--- config.mk ---
export PLATFORM = sky130hd
export DESIGN_NAME = id_ex_reg
export DESIGN_NICKNAME = d
export VERILOG_FILES = /design/src/rtl/id_ex_reg.sv
export SDC_FILE = /design/constraint.sdc
export NUM_CORES = 1
export LEC_CHECK = 0
export BUFFER_PORTS_ARGS = -buffer_cell sky130_fd_sc_hd__buf_2
export CAP_MARGIN = 5
export CORE_UTILIZATION = 43
export DETAILED_ROUTE_END_ITERATION = 16
export PLACE_DENSITY = 0.75
export SLEW_MARGIN = 20
export SYNTH_ARGS = -nofsm -noshare
export SYNTH_HDL_FRONTEND = slang
export SYNTH_SLANG_ARGS = --single-unit
--- constraint.sdc ---
create_clock -name clk -period 2.94 [get_ports clk]
set_input_delay 0.441 -clock clk [delete_from_list [all_inputs] [get_ports clk]]
set_output_delay 0.441 -clock clk [all_outputs]
set_load 0.005 [all_outputs]
--- src/rtl/id_ex_reg.sv ---
// ID/EX pipeline register: captures the control word and decoded operands for the EX stage,
// with stall (hold), flush (bubble injection) and a saturating count of loaded bubbles.
module id_ex_reg #(
  parameter int unsigned DATA_W     = 32,
  parameter int unsigned REG_ADDR_W = 5,
  parameter int unsigned CNT_W      = 16
) (
  input  logic                  clk,
  input  logic                  rst_n,
  input  logic                  id_valid,
  input  logic                  stall,
  input  logic                  flush,
  input  logic                  reg_dst,
  input  logic                  branch,
  input  logic                  mem_read,
  input  logic                  mem_write,
  input  logic                  mem_to_reg,
  input  logic                  alu_src,
  input  logic                  reg_write,
  input  logic                  jump,
  input  logic [1:0]            alu_op,
  input  logic [DATA_W-1:0]     pc_plus4,
  input  logic [DATA_W-1:0]     rd_data1,
  input  logic [DATA_W-1:0]     rd_data2,
  input  logic [DATA_W-1:0]     imm_ext,
  input  logic [REG_ADDR_W-1:0] rs,
  input  logic [REG_ADDR_W-1:0] rt,
  input  logic [REG_ADDR_W-1:0] rd,
  input  logic                  bubble_cnt_clr,
  output logic                  ex_reg_dst,
  output logic                  ex_branch,
  output logic                  ex_mem_read,
  output logic                  ex_mem_write,
  output logic                  ex_mem_to_reg,
  output logic                  ex_alu_src,
  output logic                  ex_reg_write,
  output logic                  ex_jump,
  output logic [1:0]            ex_alu_op,
  output logic [DATA_W-1:0]     ex_pc_plus4,
  output logic [DATA_W-1:0]     ex_rd_data1,
  output logic [DATA_W-1:0]     ex_rd_data2,
  output logic [DATA_W-1:0]     ex_imm_ext,
  output logic [REG_ADDR_W-1:0] ex_rs,
  output logic [REG_ADDR_W-1:0] ex_rt,
  output logic [REG_ADDR_W-1:0] ex_rd,
  output logic                  ex_valid,
  output logic [CNT_W-1:0]      bubble_cnt
);

  typedef struct packed {
    logic                  valid;
    logic                  reg_dst;
    logic                  branch;
    logic                  mem_read;
    logic                  mem_write;
    logic                  mem_to_reg;
    logic                  alu_src;
    logic                  reg_write;
    logic                  jump;
    logic [1:0]            alu_op;
    logic [DATA_W-1:0]     pc_plus4;
    logic [DATA_W-1:0]     rd_data1;
    logic [DATA_W-1:0]     rd_data2;
    logic [DATA_W-1:0]     imm_ext;
    logic [REG_ADDR_W-1:0] rs;
    logic [REG_ADDR_W-1:0] rt;
    logic [REG_ADDR_W-1:0] rd;
  } word_t;

  word_t            id_word;
  word_t            bubble_word;
  word_t            ex_q;
  logic             bubble_load;
  logic [CNT_W-1:0] cnt_q;

  always_comb begin
    bubble_word        = '0;
    bubble_word.alu_op = 2'b11;

    id_word            = '0;
    id_word.valid      = 1'b1;
    id_word.reg_dst    = reg_dst;
    id_word.branch     = branch;
    id_word.mem_read   = mem_read;
    id_word.mem_write  = mem_write;
    id_word.mem_to_reg = mem_to_reg;
    id_word.alu_src    = alu_src;
    id_word.reg_write  = reg_write;
    id_word.jump       = jump;
    id_word.alu_op     = alu_op;
    id_word.pc_plus4   = pc_plus4;
    id_word.rd_data1   = rd_data1;
    id_word.rd_data2   = rd_data2;
    id_word.imm_ext    = imm_ext;
    id_word.rs         = rs;
    id_word.rt         = rt;
    id_word.rd         = rd;
  end

  // Flush overrides stall; an invalid ID slot is discarded rather than held.
  assign bubble_load = flush | (~stall & ~id_valid);

  always_ff @(posedge clk or negedge rst_n) begin
    if (!rst_n) begin
      ex_q <= bubble_word;
    end else if (bubble_load) begin
      ex_q <= bubble_word;
    end else if (!stall) begin
      ex_q <= id_word;
    end
  end

  always_ff @(posedge clk or negedge rst_n) begin
    if (!rst_n) begin
      cnt_q <= '0;
    end else if (bubble_cnt_clr) begin
      cnt_q <= '0;
    end else if (bubble_load && (cnt_q != {CNT_W{1'b1}})) begin
      cnt_q <= cnt_q + 1'b1;
    end
  end

  assign ex_valid      = ex_q.valid;
  assign ex_reg_dst    = ex_q.reg_dst;
  assign ex_branch     = ex_q.branch;
  assign ex_mem_read   = ex_q.mem_read;
  assign ex_mem_write  = ex_q.mem_write;
  assign ex_mem_to_reg = ex_q.mem_to_reg;
  assign ex_alu_src    = ex_q.alu_src;
  assign ex_reg_write  = ex_q.reg_write;
  assign ex_jump       = ex_q.jump;
  assign ex_alu_op     = ex_q.alu_op;
  assign ex_pc_plus4   = ex_q.pc_plus4;
  assign ex_rd_data1   = ex_q.rd_data1;
  assign ex_rd_data2   = ex_q.rd_data2;
  assign ex_imm_ext    = ex_q.imm_ext;
  assign ex_rs         = ex_q.rs;
  assign ex_rt         = ex_q.rt;
  assign ex_rd         = ex_q.rd;
  assign bubble_cnt    = cnt_q;

endmodule

# Word level (Yosys, flattened, before mapping)
# Index checks and enable logic that the tools add are counted.
# op_classes
n_addsub	1
n_eq_ne	2
muxes	4
bitwise	4
reduce_logical	2
# op_table
operator	count
two-way mux 154 bit	2
two-way mux 16 bit	2
adder 16 x 1 -> 16 bit (second input constant)	1
inequality test 16 bit (second input constant)	1
inequality test 2 x 1 -> 1 bit (second input constant)	1
NOT 1 bit	2
nonzero test 2 bit	1
bitwise AND 1 bit	1
logical AND 1 bit	1
bitwise OR 1 bit	1
# totals
reg_bits	170

# Depth between registers and ports, before layout
# logic_depth
depth_word	6
mapped_depth	6

# Worst setup path before layout
# Ideal clock, no wire load.
# synth_path
kind	input-to-reg
from	in id_valid
to	reg ex_q (netlist bit ex_pc_plus4[0])
arrival_time_ns	1.702
required_ns	2.808
path_slack_ns	1.107
stages	5
cell_sequence	o21bai_1 > clkbuf_1 > clkbuf_1 > clkbuf_1 > nor2_1
# synth_between
elab_chain_len	4
# synth_rtl
element	line_no	rtl
start, declared	10	input logic id_valid,
NOT 1 bit (*)	101	assign bubble_load = flush | (~stall & ~id_valid);
bitwise AND 1 bit (*)	101	
bitwise OR 1 bit (*)	101	
inequality test 2 x 1 -> 1 bit (no line) or two-way mux 154 bit (tied branches)	-	
end signal, assigned	105	ex_q <= bubble_word;
end signal, assigned	107	ex_q <= bubble_word;
end signal, assigned	109	ex_q <= id_word;
end, declared	72	word_t ex_q;
# Every way passes the cells marked *; elsewhere a longest branch is shown, timed or not.
# A chain may end at the register's enable or synchronous reset.

# Final worst setup path
# layout_path
from	reg cnt_q[11], in the netlist bubble_cnt[11]
to	reg cnt_q[0], in the netlist bubble_cnt[0]
# layout_between
elab_chain_len	3
# layout_rtl
element	line_no	rtl
start, declared	74	logic [CNT_W-1:0] cnt_q;
start signal, assigned	119	cnt_q <= cnt_q + 1'b1;
inequality test 16 bit	118	end else if (bubble_load && (cnt_q != {CNT_W{1'b1}})) begin
logical AND 1 bit	118	
nonzero test 2 bit (no line)	-	
# No other way between the ends.

==> impl_metrics.yaml <==
outcome:
  run_status: "finished, final reports clean"
clock_tree:
  numCtsBuffers: 17
  clkLatencyLatePin_ps: 410
  cts-hold-fix-buffers: 0
  cts_tree: "built"
  clock-sinks: 170
  h-tree-depth: 4
  cts_resized: 0
  postCtsSetupBuffers: 0
  clock_path_buffers: 2
  cts_root_buffer: "clkbuf_16"
  clk_pin_slew_worst_paths_ps: 60
synthesis:
  synth_edf_count: 0
  yosysSeqAreaShare_pct: 60.3
  synth_fp_nets: 764
  ys.flop_type: "dfrtp_1"
  synth_cell_types: 31
  ys_ff_latch: 170
  synth_warnings: 0
  ys_async_sr_fraction_pct: 100
  netlist_area_um2: 7060
  syn_area_per_cell_um2: 11.7
  syn_inst: 604
layout:
  nFillCells: 1365
  final_common_cell: "buf_2"
  layout-drive-gt1-share_pct: 39.8
  areaGrowthSynthToFinish_pct: 34.3
  nNetsFinal: 1080
  most-common-layout-cells: "buf_2 (326), dfrtp_1 (168), nor2_1 (158)"
  fin_cells: 1151
  final_util_pct: 59.5
sta:
  setup_violations: 0
  rsz0062_at_grt: "false"
  finClkSkew_ps: 3.38
  tns_ps: 0
  drv_slew: 0
  hold_slack_ps: 0.458
  hold_viol: 0
  period_share_pct: 65.8
  fmax_ghz: 0.517
  slew_headroom_pct: 36.2
  tightest_slew_ps: 957
  finalCriticalPeriod_ps: 1930
place:
  post-place-cells: 1117
  place_hpwl_mm: 13.2
  routabilityCongestion: 0.784
  io_buffers: 328
setup_path:
  reg2regPathDepth: 4
  crit_path_start_kind: "flop"
  worstPathRequired_ps: 3240
  worstPathMaxFanout: 10
  critPathKind: "reg -> reg"
  timing.rr.start: "bubble_cnt[11]"
  endpoint_kind: "flop"
  cp.arrival_ps: 2230
  ff2ff_setup_slack_ps: 1010
  r2r-end: "bubble_cnt[0]"
global_route:
  grt_pass1_vias: 5240
  met3_usage_pct: 6.40
  grt_max_degree: 88
  grt_pass1_wl_mm: 27.5
  antenna_found_initial: 2
  grtUsageTotal_pct: 21.4
  grt_use_met1_pct: 25.3
  gr-total-overflow: 0
  grt_busiest_layer: "met2"
  grtUsageMet2_pct: 36.5
pwr:
  ir_worst_vdd_mv: 0.373
  p_per_area_nw_per_um2: 549
  power_leakage_nw: 5.38
floorplanning:
  fp-row-count: 46
  start_util_pct: 44.3
  ioPinCount: 329
  fp.dieArea_um2: 16900
  core-area_um2: 15900
  die_w_um: 130
  die_y_um: 130
route:
  drc: 0
  ant_nets: 0
  wl_per_cell_um: 16.1
  routed_wl_mm: 18.6
  drt_iter0_markers: 284
  viasPerCell: 4.92
  vias: 5659
  firstDrtPassIters: 4
worst_hold_path:
  hp-class: "in -> async"
job:
  drv_cap: 0
-- cell families (layout without fill, tap and decap cells) --
group                    after synthesis  count (layout)  synth area share [%]
AND/OR/NAND/NOR                      209             209                  12.6
flip-flops                           170             170                  60.3
multiplexers                         156             156                  22.1
buffers and inverters                 40             369                  2.32
AO/OA/AOI/OAI                         28              28                  2.50
adder cells (fa/ha/maj)                1               1                 0.177
other                                  0               2                     0
-- critical path, stage by stage, from the launching register on --
cell and delay, ps:
dfrtp_1 420, nand3_1 310, nor4_1 630, nor2_1 160, mux2_2 300
-- power by group --
part,internal [mW],switching [mW]
clock network,1.21,0.902
registers,2.44,0.0563
logic,0.281,0.312
-- metal layers --
layer	vias up	routed length [um]
li1	2704	-
met1	2724	7440
met2	206	9380
met3	25	1340
met4	0	393
met5	-	0
-- cell type report --
type	count	area (um^2)	area share, %
Sequential cell	170	4260	44.9
Multi-Input combinational cell	394	2650	28.0
Timing Repair Buffer	335	1730	18.3
Clock buffer	22	464	4.89
Tap cell	216	270	2.85
Clock inverter	10	93.8	0.989
Inverter	2	7.51	0.0791
Antenna cell	2	5.00	0.0528
-- per-stage QoR --
| stage | worst slack [ps] | power, mW | instance area (um^2) |
|---|---|---|---|
| after detailed placement | 969 | 3.14 | 8920 |
| after global placement | 1010 | 3.13 | 8920 |
| after global routing | 825 | 5.42 | 9490 |
| after CTS | 998 | 5.27 | 9480 |
| after floorplan | 1110 | 2.82 | 7060 |
| final | 1010 | 5.21 | 9490 |
-- how the worst max path moves through the flow --
stage	from	to	slack [ps]	depth (start not counted)
floorplan	id_valid	ex_pc_plus4[0]	1110	5
global placement	stall	ex_pc_plus4[7]	1010	4
detailed placement	stall	ex_rt[3]	970	4
CTS	bubble_cnt[11]	bubble_cnt[0]	1000	4
global route	bubble_cnt[11]	bubble_cnt[0]	830	4
finish	bubble_cnt[11]	bubble_cnt[0]	1010	4
-- cell usage after synthesis (2+ instances only) --
cell,count,area [um^2]
nor4_1,3,18.8
clkbuf_1,23,86.3
nand2_1,9,33.8
a21oi_1,11,55.1
inv_1,2,7.51
nand4_1,6,37.5
nand3_1,8,40.0
dfrtp_1,168,4200
mux2_2,2,22.5
buf_1,4,15.0
o21ai_0,5,25.0
or4_1,6,45.0
dfstp_2,2,52.6
nor2b_1,3,18.8
mux2i_1,154,1540
nor2_1,158,593
nand2b_1,2,12.5
nor3_1,5,25.0
o31ai_1,6,45.0
o41ai_1,2,17.5
buf_2,11,55.1
or3_1,5,31.3
Note: power is estimated with default switching activity, not from simulation.
